$ cat src/rtl/apb3_master_ctrl.sv
`default_nettype none
// ============================================================================
// Module      : apb3_master_ctrl
// Description : Single-outstanding APB3 master with request/response handshake
//               and a wait-state timeout.
// Revision    : 1.0 - initial release
// ============================================================================
module apb3_master_ctrl #(
    parameter int ADDR_W  = 8,
    parameter int TIMEOUT = 255
) (
    input  logic              io_mainClk,
    input  logic              io_systemReset,
    input  logic              req_valid,
    output logic              req_ready,
    input  logic              req_write,
    input  logic [ADDR_W-1:0] req_addr,
    input  logic [31:0]       req_wdata,
    output logic              rsp_valid,
    input  logic              rsp_ready,
    output logic [31:0]       rsp_rdata,
    output logic              rsp_err,
    output logic              busy,
    output logic [ADDR_W-1:0] io_apb_PADDR,
    output logic              io_apb_PSEL,
    output logic              io_apb_PENABLE,
    output logic              io_apb_PWRITE,
    output logic [31:0]       io_apb_PWDATA,
    input  logic              io_apb_PREADY,
    input  logic [31:0]       io_apb_PRDATA,
    input  logic              io_apb_PSLVERROR
);

    typedef enum logic [1:0] {
        ST_IDLE   = 2'd0,
        ST_SETUP  = 2'd1,
        ST_ACCESS = 2'd2
    } state_t;

    localparam logic [15:0] c_TIMEOUT  = 16'(TIMEOUT);
    localparam logic [15:0] c_CNT_MAX  = 16'hFFFF;

    state_t              r_state,     w_state_nx;
    logic                r_psel,      w_psel_nx;
    logic                r_penable,   w_penable_nx;
    logic [ADDR_W-1:0]   r_paddr,     w_paddr_nx;
    logic                r_pwrite,    w_pwrite_nx;
    logic [31:0]         r_pwdata,    w_pwdata_nx;
    logic                r_rsp_valid, w_rsp_valid_nx;
    logic [31:0]         r_rsp_rdata, w_rsp_rdata_nx;
    logic                r_rsp_err,   w_rsp_err_nx;
    logic                r_busy,      w_busy_nx;
    logic [15:0]         r_wait_cnt,  w_wait_cnt_nx;
    logic                w_req_ready;
    logic                w_timeout_hit;

    assign w_req_ready   = (r_state == ST_IDLE) && (!r_rsp_valid || rsp_ready);
    assign w_timeout_hit = (TIMEOUT != 0) && (r_wait_cnt == c_TIMEOUT);

    always_ff @(posedge io_mainClk or posedge io_systemReset) begin
        if (io_systemReset) begin
            r_state     <= ST_IDLE;
            r_psel      <= 1'b0;
            r_penable   <= 1'b0;
            r_paddr     <= '0;
            r_pwrite    <= 1'b0;
            r_pwdata    <= 32'd0;
            r_rsp_valid <= 1'b0;
            r_rsp_rdata <= 32'd0;
            r_rsp_err   <= 1'b0;
            r_busy      <= 1'b0;
            r_wait_cnt  <= 16'd0;
        end else begin
            r_state     <= w_state_nx;
            r_psel      <= w_psel_nx;
            r_penable   <= w_penable_nx;
            r_paddr     <= w_paddr_nx;
            r_pwrite    <= w_pwrite_nx;
            r_pwdata    <= w_pwdata_nx;
            r_rsp_valid <= w_rsp_valid_nx;
            r_rsp_rdata <= w_rsp_rdata_nx;
            r_rsp_err   <= w_rsp_err_nx;
            r_busy      <= w_busy_nx;
            r_wait_cnt  <= w_wait_cnt_nx;
        end
    end

    always_comb begin
        w_state_nx     = r_state;
        w_psel_nx      = r_psel;
        w_penable_nx   = r_penable;
        w_paddr_nx     = r_paddr;
        w_pwrite_nx    = r_pwrite;
        w_pwdata_nx    = r_pwdata;
        w_rsp_valid_nx = r_rsp_valid;
        w_rsp_rdata_nx = r_rsp_rdata;
        w_rsp_err_nx   = r_rsp_err;
        w_wait_cnt_nx  = r_wait_cnt;

        // A consumed response drops; a completion below may reload it on the same edge.
        if (r_rsp_valid && rsp_ready) begin
            w_rsp_valid_nx = 1'b0;
        end

        case (r_state)
            ST_IDLE: begin
                if (req_valid && w_req_ready) begin
                    w_state_nx    = ST_SETUP;
                    w_psel_nx     = 1'b1;
                    w_penable_nx  = 1'b0;
                    w_paddr_nx    = req_addr;
                    w_pwrite_nx   = req_write;
                    w_pwdata_nx   = req_wdata;
                    w_wait_cnt_nx = 16'd0;
                end
            end
            ST_SETUP: begin
                w_state_nx   = ST_ACCESS;
                w_penable_nx = 1'b1;
            end
            ST_ACCESS: begin
                if (io_apb_PREADY) begin
                    w_state_nx     = ST_IDLE;
                    w_psel_nx      = 1'b0;
                    w_penable_nx   = 1'b0;
                    w_rsp_valid_nx = 1'b1;
                    w_rsp_rdata_nx = r_pwrite ? 32'd0 : io_apb_PRDATA;
                    w_rsp_err_nx   = io_apb_PSLVERROR;
                end else if (w_timeout_hit) begin
                    w_state_nx     = ST_IDLE;
                    w_psel_nx      = 1'b0;
                    w_penable_nx   = 1'b0;
                    w_rsp_valid_nx = 1'b1;
                    w_rsp_rdata_nx = 32'd0;
                    w_rsp_err_nx   = 1'b1;
                end else if (r_wait_cnt != c_CNT_MAX) begin
                    w_wait_cnt_nx = r_wait_cnt + 16'd1;
                end
            end
            default: begin
                w_state_nx   = ST_IDLE;
                w_psel_nx    = 1'b0;
                w_penable_nx = 1'b0;
            end
        endcase

        w_busy_nx = (w_state_nx != ST_IDLE);
    end

    assign req_ready      = w_req_ready;
    assign rsp_valid      = r_rsp_valid;
    assign rsp_rdata      = r_rsp_rdata;
    assign rsp_err        = r_rsp_err;
    assign busy           = r_busy;
    assign io_apb_PADDR   = r_paddr;
    assign io_apb_PSEL    = r_psel;
    assign io_apb_PENABLE = r_penable;
    assign io_apb_PWRITE  = r_pwrite;
    assign io_apb_PWDATA  = r_pwdata;

endmodule
`default_nettype wire

$ cat config.mk
export PLATFORM = sky130hd
export DESIGN_NAME = apb3_master_ctrl
export DESIGN_NICKNAME = d
export VERILOG_FILES = /design/src/rtl/apb3_master_ctrl.sv
export SDC_FILE = /design/constraint.sdc
export NUM_CORES = 1
export LEC_CHECK = 0
export ABC_AREA = 1
export CORE_UTILIZATION = 48
export CTS_CLUSTER_SIZE = 14
export DETAILED_ROUTE_END_ITERATION = 10
export PLACE_DENSITY = 0.88
export SLEW_MARGIN = 20
export SYNTH_ARGS = -nofsm -noshare
export SYNTH_HDL_FRONTEND = slang
export SYNTH_SLANG_ARGS = --single-unit
$ cat constraint.sdc
create_clock -name io_mainClk -period 9.63 [get_ports io_mainClk]
set_input_delay 1.926 -clock io_mainClk [delete_from_list [all_inputs] [get_ports io_mainClk]]
set_output_delay 1.926 -clock io_mainClk [all_outputs]
set_load 0.01 [all_outputs]
* After elaboration in Yosys (flattened, before gate mapping)
Index checks and enable logic that the tools add are counted.
** Word-level totals
- Bits in registers :: 96
- Latch bits :: 0
- RAM bits :: 0
- Memory bits (read-only) :: 0
- Input port bits :: 79
- Output and inout bits :: 79
- Logic and storage cells :: 60
- Memories kept :: 0
** Operators by class
- $add $sub $neg :: 1
- $mul :: 0
- Divide/modulo/power cells :: 0
- Order comparisons :: 0
- Equality and inequality tests :: 9
- Shift operators :: 0
- Muxes and demuxes :: 24
- Bitwise operators :: 1
- Reductions and logical operators :: 14
** Operators by type and width (number)
- $mux 32 :: 3
- $mux 16 :: 4
- $pmux 16 s2 :: 1
- $add 16x1->16 const B :: 1
- $eq 16x8->1 const B :: 1
- $ne 16x16->1 const B :: 1
- $mux 1 :: 10
- $mux 2 :: 3
- $ne 2x2->1 const B :: 3
- $pmux 1 s3 :: 2
- $pmux 2 s3 :: 1
- $reduce_and 2->1 :: 3
- $reduce_bool 2->1 :: 3
- $reduce_and 5->1 :: 1
- $logic_and 1x1->1 :: 3
- $ne 3x3->1 const B :: 1
- $reduce_and 3->1 :: 1
- $eq 2x1->1 const B :: 1
- $eq 2x2->1 const B :: 1
- $logic_not 2->1 :: 1
- $ne 2x1->1 const B :: 1
- $logic_not 1->1 :: 1
- $logic_or 1x1->1 :: 1
- $not 1->1 :: 1

* Depth between registers and ports, before layout
Gate-level depths: netlist of run 1.
- Depth after elaboration :: 7
- Depth in mapped cells :: 11
- Mapped depth without buffers :: 10

* Least setup slack after synthesis of run 1
OpenSTA, ideal clock, no wires.
- Path kind :: input port to output port
- Start :: in rsp_ready
- End :: out req_ready
- Data arrival time :: 2180 ps
- Data required time :: 7704 ps
- Slack :: 5524 ps
- Cell stages on the path :: 2
- Buffers on the path :: 0
- Cell sequence :: inv_1 a21oi_1
** Between the ends
- Longest elaborated chain between the ends :: 2
** RTL lines
- from (decl) :: line 20 : input logic rsp_ready,
- $logic_or 1x1->1 :: line 57 : assign w_req_ready = (r_state == ST_IDLE) && (!r_rsp_valid || rsp_ready);
- $logic_and 1x1->1 :: line 57
- to (decl) :: line 15 : output logic req_ready,
Every way passes these cells.

* Worst setup path in the final report of run 1
Same ends and word-level chain as after synthesis.

==> metrics.log, run 1 <==
INFO  metric outcome = finished clean
INFO  metric globalRoute.busiestLayer = met2
INFO  metric gpl.final_weighted_congestion = 0.875
INFO  metric vdd.ir_drop.worst = 0.000168 V
INFO  metric postCtsSetupBuffers = 0
INFO  metric slew_viol_final = 0
INFO  metric grtUsageMet3 = 8.14%
INFO  metric holdBufCountCts = 0
INFO  metric timing.setup.tns = 0 ns
INFO  metric routed_wirelength = 10500 um
INFO  metric timing.final.setup_violations = 0
INFO  metric cts_root_buf = clkbuf_8
INFO  metric grt_antenna_before_repair = 0
INFO  metric setup_repair_after_global_routing_missed_its_margin = false
INFO  metric routed_via_density = 4.99
INFO  metric setup.worst_path.class = in2out
INFO  metric filler_cell_count = 621
INFO  metric max-cap-violations = 0
INFO  metric worst-endpoint-arrival = 3.14 ns
INFO  metric antenna_cells_inserted = 0
INFO  metric postCtsResizedCells = 0
INFO  metric initial_utilization = 50.4%
INFO  metric cts_inserted_buffers = 9
INFO  metric critPathRequiredTime = 7.70 ns
INFO  metric finish.cell_count_without_fillers = 785
INFO  metric post-dp-hpwl = 7570 um
INFO  metric cts_max_path_buffers = 2
INFO  metric pin_count_of_the_biggest_net_entering_global_routing = 53
INFO  metric port-buffer-count = 157
INFO  metric synth_area_per_cell = 8.04 um2
INFO  metric overflow_left_after_global_routing = 0
INFO  metric clock_insertion_delay_worst_skew = 0.36 ns
INFO  metric yosysUniqueCellTypes = 25
INFO  metric netlist_instances = 525
INFO  metric placement.setup.worst_slack = 4.58 ns
INFO  metric cts_tree = built
INFO  metric rows = 33
INFO  metric core_region_area = 0.00838 mm2
INFO  metric final_layout_size_suffix_gt1_share = 4.56%
INFO  metric ys_seq_elements = 96
INFO  metric finish.net_count = 756
INFO  metric die_width = 95.8 um
INFO  metric wire_length_of_the_first_global_routing_pass = 17000 um
INFO  metric ys.warnings.count = 0
INFO  metric groute.layer.met2.usage = 40.1%
INFO  metric global_route_met1_usage = 29.8%
INFO  metric first_global_vias = 3704
INFO  metric maxSlewHeadroom = 53.5%
INFO  metric synth-main-ff-cell = dfrtp_1
INFO  metric worst_setup_path_start_kind = input pin
INFO  metric pd_cells = 270 mW/mm2
INFO  metric multi_input_comb_area = 0.00165 mm2
INFO  metric power.static_leakage = 3.02 nW
INFO  metric ant_nets = 0
INFO  metric hold_fails_final_rpt = 0
INFO  metric cts.sinks = 96
INFO  metric holdCritPathClass = reg2reg
INFO  metric layout.area.seq = 0.00240 mm2
INFO  metric postLayoutSetupSlackWorst = 4.56 ns
INFO  metric routed_wire_length_per_instance = 13.4 um
INFO  metric syn2layout_area_growth = 42.7%
INFO  metric netlist_area = 0.00422 mm2
INFO  metric gr-usage-all-layers = 24.2%
INFO  metric synth.net_count = 605
INFO  metric maxClockFrequency = 0.197 GHz
INFO  metric critPathCaptureType = primary output
INFO  metric design.die.area = 0.00917 mm2
INFO  metric crit_fanout = 2
INFO  metric clkTransAtPathRegs = 0.09 ns
INFO  metric layout_worst_path_cycle_share = 52.6%
INFO  metric io_pins = 158
INFO  metric synth-seq-area-share = 56.9%
INFO  metric die_h = 95.8 um
INFO  metric drc = 0
INFO  metric pre_repair_dr_iteration_count = 4
INFO  metric tightestPinTransition = 0.695 ns
INFO  metric drt_iter0_drc = 165
INFO  metric route.vias.total = 3914
INFO  metric dpl.cell_count = 770
INFO  metric timing.final.crit_period = 5.07 ns
INFO  metric fin_skew = 0.0126 ns
INFO  metric cts_h_tree_depth = 3
INFO  metric asyncSetResetFlopFracSynth = 100%
INFO  metric share_of_the_core_filled_with_cells_in_the_final_layout = 71.9%
INFO  metric synth-edff-count = 0
[layer usage]
metal | part of all wire, % | up-vias
met1 | 41 | 1833
met4 | 1.4 | 0
met3 | 10 | 11
met5 | 0 | -
met2 | 48 | 152
li1 | - | 1918
[state kept, by name, indices dropped and copies added (netlist names)]
register / flops
io_apb_PWDATA: 32
rsp_rdata: 32
r_wait_cnt: 16
io_apb_PADDR: 8
r_state: 2
busy: 1
io_apb_PENABLE: 1
io_apb_PSEL: 1
io_apb_PWRITE: 1
rsp_err: 1
rsp_valid: 1
[power breakdown]
part / switching, W / leakage (nW) / internal (W) / total [W]
Clock: 0.000135 / 0.0858 / 0.000101 / 0.000236
Sequential: 0.0000934 / 1.24 / 0.000556 / 0.000649
Combinational: 0.000373 / 1.70 / 0.000371 / 0.000744
Total: 0.000601 / 3.02 / 0.00103 / 0.00163
[cells by family after synthesis]
| logic type | Yosys count | share of synthesized area, % |
|---|---|---|
| xor+xnor | 6 | 1.24 |
| flops | 96 | 56.9 |
| simple gates | 375 | 36.8 |
| compound gates | 6 | 0.711 |
| buf+inv | 41 | 4.09 |
| fa+ha+maj | 1 | 0.296 |
[placed cells by master (no fill, tap or decap), types with 2 or more instances in the layout]
cell type        synthesis  routed
nor2_1                  28      27
buf_4                    1       2
nor3_1                   2       2
a21oi_1                  2       2
dfrtp_1                 96      96
nor2_4                   3       3
nand2_1                276     276
nor2_2                   3       4
o21ai_0                  4       4
nand3_1                 55      55
inv_1                   20      19
xnor2_1                  2       2
nand2_2                  2       2
xor2_1                   4       4
clkbuf_8                 0      10
clkdlybuf4s50_1          0     157
inv_2                    1       2
nand3b_1                 2       2
[through the flow]
stage / hold slack (ns) / power (W) / instance area, um2
after floorplan: 0.468 / 0.000995 / 4220
after global placement: 0.455 / 0.00138 / 5850
after detailed placement: 0.461 / 0.00141 / 5850
after CTS: 0.484 / 0.00165 / 6030
after global routing: 0.505 / 0.00175 / 6030
final: 0.480 / 0.00163 / 6030
[path summary, 6_finish.rpt]
path	start	to	slack, ns	depth (start not counted)
max	rsp_ready	req_ready	4.56	4
min	io_apb_PSEL$_DFFE_PP0P_	io_apb_PSEL$_DFFE_PP0P_	0.48	2
max reg2reg	r_state[0]$_DFF_PP0_	r_wait_cnt[15]$_DFFE_PP0P_	7.41	8
min reg2reg	io_apb_PSEL$_DFFE_PP0P_	io_apb_PSEL$_DFFE_PP0P_	0.48	2
max in group asynchronous	io_systemReset	io_apb_PADDR[7]$_DFFE_PP0P_	6.61	3
min in group asynchronous	io_systemReset	io_apb_PWDATA[24]$_DFFE_PP0P_	1.97	2
[Yosys cell counts (3+ instances only)]
cell	number	area, um2
o21ai_0	4	20.0
nor2_1	28	105
xor2_1	4	35.0
clkbuf_1	11	41.3
nand2_1	276	1040
nand3_1	55	275
dfrtp_1	96	2400
nor2_4	3	33.8
nor2_2	3	18.8
inv_1	20	75.1
buf_2	6	30.0
[worst max-delay path: stages]
cell and delay [ns]:
clkdlybuf4s50_1 0.46, inv_1 0.06, a21oi_1 0.15, clkdlybuf4s50_1 0.55
[layout make-up]
type | instances | share of cell area, %
Sequential cell | 96 | 39.9
Clock inverter | 4 | 0.498
Timing Repair Buffer | 159 | 26.3
Clock buffer | 11 | 2.35
Multi-Input combinational cell | 388 | 27.4
Inverter | 22 | 1.41
Tap cell | 105 | 2.18
Power figures use the tool's default switching activity.
==> run 2: changes to the inputs <==
--- a/config.mk
+++ b/config.mk
@@ -6,10 +6,10 @@
 export NUM_CORES = 1
 export LEC_CHECK = 0
 export ABC_AREA = 1
-export CORE_UTILIZATION = 48
+export CORE_UTILIZATION = 44
 export CTS_CLUSTER_SIZE = 14
 export DETAILED_ROUTE_END_ITERATION = 10
-export PLACE_DENSITY = 0.88
+export PLACE_DENSITY = 0.82
 export SLEW_MARGIN = 20
 export SYNTH_ARGS = -nofsm -noshare
 export SYNTH_HDL_FRONTEND = slang
==> constraint.sdc (replaced) <==
create_clock -name io_mainClk -period 4.7 [get_ports io_mainClk]
set_input_delay 0.94 -clock io_mainClk [delete_from_list [all_inputs] [get_ports io_mainClk]]
set_output_delay 0.94 -clock io_mainClk [all_outputs]
set_load 0.01 [all_outputs]
==> metrics.log, run 2 (same netlist as run 1, synthesis figures left out) <==
INFO  metric post-dp-hpwl = 7710 um (+1.9%)
INFO  metric power.switching = 0.00126 W (+110%)
INFO  metric pin_count_of_the_biggest_net_entering_global_routing = 73 (+38%)
INFO  metric critPathCaptureType = primary output
INFO  metric holdCritPathClass = reg2reg
INFO  metric drt_iter0_drc = 216 (+31%)
INFO  metric drc = 0 (unchanged)
INFO  metric rows = 35 (+6.1%)
INFO  metric clkTransAtPathRegs = 0.09 ns (about the same)
INFO  metric hold_fails_final_rpt = 0 (unchanged)
INFO  metric maxClockFrequency = 0.321 GHz
INFO  metric design.die.area = 0.00999 mm2 (+8.9%)
INFO  metric slew_viol_final = 0 (unchanged)
INFO  metric routed_wirelength = 10900 um (+4.0%)
INFO  metric grt_antenna_before_repair = 0 (unchanged)
INFO  metric die_width = 100 um (+4.4%)
INFO  metric share_of_the_core_filled_with_cells_in_the_final_layout = 65.5% (-6.4 points)
INFO  metric setup.worst_path.class = in2out
INFO  metric worst_setup_path_start_kind = input pin
INFO  metric ant_nets = 0 (unchanged)
INFO  metric clockPowerShare = 15.3% (+0.8 points)
INFO  metric cts_inserted_buffers = 9 (unchanged)
INFO  metric route.vias.total = 3897 (-0.43%)
INFO  metric antenna_cells_inserted = 0 (unchanged)
INFO  metric syn2layout_area_growth = 44.0%
INFO  metric global_route_met1_usage = 27.6% (-2.2 points)
INFO  metric wire_length_of_the_first_global_routing_pass = 17800 um (+5.1%)
INFO  metric core_region_area = 0.00928 mm2 (+11%)
INFO  metric maxSlewHeadroom = 42.0% (-11 points)
INFO  metric first_global_vias = 3785 (+2.2%)
INFO  metric timing.final.setup_violations = 0 (unchanged)
INFO  metric power.static_leakage = 3.03 nW (+0.32%)
INFO  metric pre_repair_dr_iteration_count = 4 (unchanged)
INFO  metric critPathRequiredTime = 3.76 ns (-3.94 ns)
INFO  metric tightestPinTransition = 0.870 ns (+0.174 ns)
INFO  metric final_layout_size_suffix_gt1_share = 4.85% (+0.29 points)
INFO  metric vdd.ir_drop.worst = 0.000358 V (+110%)
INFO  metric fin_skew = 0.0150 ns (+0.00238 ns)
INFO  metric max-cap-violations = 0 (unchanged)
INFO  metric dpl.cell_count = 794 (+3.1%)
INFO  metric worst-endpoint-arrival = 2.18 ns (-0.96 ns)
INFO  metric setup_repair_after_global_routing_missed_its_margin = false
INFO  metric crit_fanout = 2 (unchanged)
INFO  metric port-buffer-count = 157 (unchanged)
INFO  metric pwr-share-seq = 39.4% (-0.5 points)
INFO  metric placement.setup.worst_slack = 1.57 ns (-3.01 ns)
INFO  metric stdcell_area = 0.00608 mm2 (+0.85%)
INFO  metric finish.cell_count_without_fillers = 810 (+3.2%)
INFO  metric layout.cells.most_common_list = nand2_1, clkdlybuf4s50_1, dfrtp_1
INFO  metric routed_wire_length_per_instance = 13.5 um (+0.80%)
INFO  metric outcome = finished clean
INFO  metric pd_cells = 556 mW/mm2 (+110%)
INFO  metric grtUsageMet3 = 8.22% (+0.081 points)
INFO  metric cts_max_path_buffers = 2 (unchanged)
INFO  metric holdBufCountCts = 0 (unchanged)
INFO  metric postCtsResizedCells = 0 (unchanged)
INFO  metric timing.final.crit_period = 3.12 ns
INFO  metric comb_power_share = 45.3% (-0.4 points)
INFO  metric cts_root_buf = clkbuf_8
INFO  metric gr-usage-all-layers = 22.7% (-1.5 points)
INFO  metric globalRoute.busiestLayer = met2
INFO  metric cts.sinks = 96 (unchanged)
INFO  metric worst_r2r_path_depth = 9 (+1)
INFO  metric gpl.final_weighted_congestion = 0.891 (+1.8%)
INFO  metric switching_share = 37.4% (+0.47 points)
INFO  metric io_pins = 158 (unchanged)
INFO  metric groute.layer.met2.usage = 37.6% (-2.5 points)
INFO  metric die_h = 100 um (+4.4%)
INFO  metric timing.setup.tns = 0 ns (unchanged)
INFO  metric overflow_left_after_global_routing = 0 (unchanged)
INFO  metric clock_insertion_delay_worst_skew = 0.37 ns (about the same)
INFO  metric cts_h_tree_depth = 3 (unchanged)
INFO  metric finish.net_count = 756 (unchanged)
INFO  metric cts_tree = built
INFO  metric initial_utilization = 45.5% (-4.9 points)
INFO  metric routed_via_density = 4.81 (-3.5%)
INFO  metric final_common_cell = nand2_1
INFO  metric postCtsSetupBuffers = 0 (unchanged)
INFO  metric postLayoutSetupSlackWorst = 1.58 ns (-2.98 ns)
INFO  metric worst_hold_path.num_cells = 2 (unchanged)
INFO  metric dpl-instance-area = 0.00589 mm2 (+0.60%)
INFO  metric internal_power = 0.00212 W (+110%)
INFO  metric layout_worst_path_cycle_share = 66.4%
-- run 2: cell types whose count changed in the layout (fill, tap and decap cells not counted) --
cell | previous run | this run
clkbuf_1 | 1 | 0
inv_6 | 1 | 2
inv_8 | 0 | 1
nor2_2 | 4 | 3
nor2_4 | 3 | 4
-- run 2: worst max-delay path, cell delays in order --
cell,delay (ns)
clkdlybuf4s50_1,0.48
inv_1,0.06
a21oi_1,0.15
clkdlybuf4s50_1,0.55
-- run 2: per-layer routing --
layer / share of wire (%) / vias to the layer above
met5: 0 / -
met4: 2.0 / 0
met3: 8.6 / 18
met2: 47 / 135
met1: 42 / 1816
li1: - / 1928
-- run 2: metrics by stage --
stage               total power, W  hold slack [ns]
floorplan                  0.00204            0.468
global placement           0.00283            0.457
detailed placement         0.00288            0.465
CTS                        0.00341            0.489
global route               0.00362            0.508
finish                     0.00338            0.485
-- run 2: final timing paths --
kind	start	to	slack [ns]
min	rsp_rdata[7]$_DFFE_PP0P_	rsp_rdata[7]$_DFFE_PP0P_	0.49
min reg2reg	rsp_rdata[7]$_DFFE_PP0P_	rsp_rdata[7]$_DFFE_PP0P_	0.49
min in group asynchronous	io_systemReset	rsp_rdata[4]$_DFFE_PP0P_	1.10
max in group asynchronous	io_systemReset	r_wait_cnt[7]$_DFFE_PP0P_	2.71
max	rsp_ready	req_ready	1.58
max reg2reg	r_wait_cnt[0]$_DFFE_PP0P_	r_wait_cnt[2]$_DFFE_PP0P_	2.52
-- run 2: area by class of cell --
type	count	area [um2]
Inverter	22	85.1
Clock buffer	10	138
Tap cell	129	161
Multi-Input combinational cell	388	1650
Timing Repair Buffer	159	1590
Fill cell	779	3210
Sequential cell	96	2400
Clock inverter	6	50.0
-- run 2: power groups by stage --
stage | combinational, W | sequential (W) | clock, W
after floorplan | 0.000575 | 0.00146 | 0
after global placement | 0.00150 | 0.00132 | 0
after detailed placement | 0.00155 | 0.00134 | 0
after CTS | 0.00155 | 0.00133 | 0.000527
after global routing | 0.00168 | 0.00137 | 0.000562
final | 0.00153 | 0.00133 | 0.000517
==> run 3: changes to the inputs <==
==> constraint.sdc (replaced) <==
create_clock -name io_mainClk -period 3.3 [get_ports io_mainClk]
set_input_delay 0.66 -clock io_mainClk [delete_from_list [all_inputs] [get_ports io_mainClk]]
set_output_delay 0.66 -clock io_mainClk [all_outputs]
set_load 0.01 [all_outputs]
==> metrics.log, run 3 (same netlist as run 1, synthesis figures left out) <==
INFO  metric outcome = finished clean
INFO  metric crit-reg2reg-launch = r_wait_cnt[0]$_DFFE_PP0P_
INFO  metric drt_iter0_drc = 181 (-16%)
INFO  metric route.vias.total = 3890 (-0.18%)
INFO  metric cts_tree = built
INFO  metric maxSlewHeadroom = 57.4% (+15 points)
INFO  metric routed_wirelength = 10800 um (-1.2%)
INFO  metric worst_setup_path_start_kind = input pin
INFO  metric finish.net_count = 760 (+0.53%)
INFO  metric share_of_the_core_filled_with_cells_in_the_final_layout = 66.3% (+0.82 points)
INFO  metric slew_viol_final = 0 (unchanged)
INFO  metric critPathRequiredTime = 2.64 ns (-1.12 ns)
INFO  metric worst_r2r_endpoint = rsp_rdata[28]$_DFFE_PP0P_
INFO  metric tightestPinTransition = 0.636 ns (-0.233 ns)
INFO  metric worst_path_max_delay_cell = clkdlybuf4s50_1
INFO  metric cts_max_path_buffers = 2 (unchanged)
INFO  metric power.static_leakage = 3.07 nW (+1.3%)
INFO  metric dpl.cell_count = 798 (+0.50%)
INFO  metric die_h = 100 um (unchanged)
INFO  metric worst-path-buf-inv = 3 (unchanged)
INFO  metric pin_count_of_the_biggest_net_entering_global_routing = 63 (-14%)
INFO  metric ant_nets = 0 (unchanged)
INFO  metric wire_length_of_the_first_global_routing_pass = 17700 um (-0.74%)
INFO  metric critPathCaptureType = primary output
INFO  metric drc = 0 (unchanged)
INFO  metric timing.critical_path.slowest_cell_delay = 0.55 ns (about the same)
INFO  metric gpl.final_weighted_congestion = 0.857 (-3.8%)
INFO  metric r2r_slack = 1.31 ns (-1.21 ns)
INFO  metric layout_worst_path_cycle_share = 77.6%
INFO  metric routed.top_layer = met4
INFO  metric antenna_cells_inserted = 0 (unchanged)
INFO  metric port-buffer-count = 157 (unchanged)
INFO  metric worst_path_cell_chain = clkdlybuf4s50_1 -> inv_1 -> a21oi_1 -> clkdlybuf4s50_1
INFO  metric timing.final.crit_period = 2.56 ns
INFO  metric pd_cells = 809 mW/mm2 (+45%)
INFO  metric worst_hold_path.num_cells = 2 (unchanged)
INFO  metric timing.final.setup_violations = 0 (unchanged)
INFO  metric worst_path_most_repeated_cell = clkdlybuf4s50_1
INFO  metric wl_met3 = 968 um (+2.4%)
INFO  metric grt_antenna_before_repair = 0 (unchanged)
INFO  metric met2_length = 5050 um (-2.1%)
INFO  metric holdCritPathClass = reg2reg
INFO  metric hold_fails_final_rpt = 0 (unchanged)
INFO  metric maxClockFrequency = 0.390 GHz
INFO  metric crit_fanout = 2 (unchanged)
INFO  metric rows = 35 (unchanged)
INFO  metric holdCritStartpoint = rsp_rdata[21]$_DFFE_PP0P_
INFO  metric worst_r2r_path_depth = 9 (unchanged)
INFO  metric routed_wire_length_per_instance = 13.3 um (-1.6%)
INFO  metric setup.worst_path.class = in2out
INFO  metric die_width = 100 um (unchanged)
INFO  metric setup_repair_after_global_routing_missed_its_margin = false
INFO  metric max-cap-violations = 0 (unchanged)
INFO  metric clkTransAtPathRegs = 0.08 ns (about the same)
INFO  metric io_pins = 158 (unchanged)
INFO  metric timing.setup.tns = 0 ns (unchanged)
INFO  metric cpLargestDelayFamily = buffers and inverters
INFO  metric initial_utilization = 45.5% (unchanged)
INFO  metric finish.cell_count_without_fillers = 813 (+0.37%)
INFO  metric holdBufCountCts = 0 (unchanged)
INFO  metric cts.sinks = 96 (unchanged)
INFO  metric postCtsSetupBuffers = 0 (unchanged)
INFO  metric postCtsResizedCells = 0 (unchanged)
INFO  metric overflow_left_after_global_routing = 0 (unchanged)
INFO  metric core_region_area = 0.00928 mm2 (unchanged)
INFO  metric cts_h_tree_depth = 3 (unchanged)
INFO  metric pre_repair_dr_iteration_count = 4 (unchanged)
INFO  metric fin_skew = 0.0159 ns (+0.000874 ns)
INFO  metric final_layout_size_suffix_gt1_share = 5.12% (+0.27 points)
INFO  metric final_common_cell = nand2_1
INFO  metric routed_via_density = 4.78 (-0.55%)
INFO  metric layout.cells.most_common_list = nand2_1, clkdlybuf4s50_1, dfrtp_1
INFO  metric syn2layout_area_growth = 45.8%
INFO  metric p_total = 0.00498 W (+47%)
INFO  metric clock_insertion_delay_worst_skew = 0.36 ns (about the same)
INFO  metric cts_root_buf = clkbuf_8
INFO  metric first_global_vias = 3899 (+3.0%)
INFO  metric vdd.ir_drop.worst = 0.000491 V (+37%)
INFO  metric worst-endpoint-arrival = 1.90 ns (-0.28 ns)
INFO  metric wire_length_on_met1 = 4600 um (about the same)
INFO  metric gr-usage-all-layers = 22.3% (-0.43 points)
INFO  metric whs_endpoint = rsp_rdata[21]$_DFFE_PP0P_
INFO  metric design.die.area = 0.00999 mm2 (unchanged)
INFO  metric cts_inserted_buffers = 9 (unchanged)
INFO  metric post-dp-hpwl = 7610 um (-1.3%)
==> run 3: cell types whose count changed in the layout (fill, tap and decap cells not counted), sizes merged <==
cell and change:
inv -2, bufinv +2, clkinvlp -1, buf +4
==> run 3: worst reg2reg max path, cell delays in order (launching register included) <==
cell and delay [ns]:
dfrtp_1 0.40, ha_1 0.25, nand3_2 0.14, nor2_2 0.20, nand2_1 0.09, nand2_1 0.08
nand2_2 0.26, buf_4 0.32, nand2_1 0.07, nand2_1 0.06
==> run 3: cell type report <==
class / instances / area (um2)
Clock buffer: 10 / 138
Clock inverter: 5 / 88.8
Fill cell: 771 / 3130
Inverter: 22 / 85.1
Multi-Input combinational cell: 388 / 1650
Sequential cell: 96 / 2400
Tap cell: 129 / 161
Timing Repair Buffer: 163 / 1630
==> run 3: stage by stage <==
stage	instance area [um2]	setup slack, ns	hold WS, ns
4_1_cts	6150	0.724	0.491
2_1_floorplan	4220	0.135	0.468
6_report	6150	0.738	0.486
3_3_place_gp	5930	0.747	0.461
3_5_place_dp	5930	0.736	0.465
5_1_grt	6150	0.704	0.509
==> run 3: how the worst max path moves through the flow <==
stage,from,end,slack (ns),cells after the start
final,rsp_ready,req_ready,0.74,4
after CTS,rsp_ready,req_ready,0.72,4
after global routing,rsp_ready,req_ready,0.70,4
after global placement,rsp_ready,req_ready,0.75,4
after detailed placement,rsp_ready,req_ready,0.74,4
after floorplan,io_systemReset,busy$_DFF_PP0_,0.13,1
==> run 3: routing by layer <==
layer  track usage, %  vias up
li1                 -     1925
met1             27.5     1811
met2             36.3      139
met3             7.80       15
met4             7.81        0
met5                0        -
==> run 3: power breakdown <==
group | internal [W] | total [W] | switching [W]
sequential | 0.00162 | 0.00189 | 0.000267
combinational | 0.00110 | 0.00221 | 0.00110
clock | 0.000454 | 0.000882 | 0.000428
total | 0.00318 | 0.00498 | 0.00180
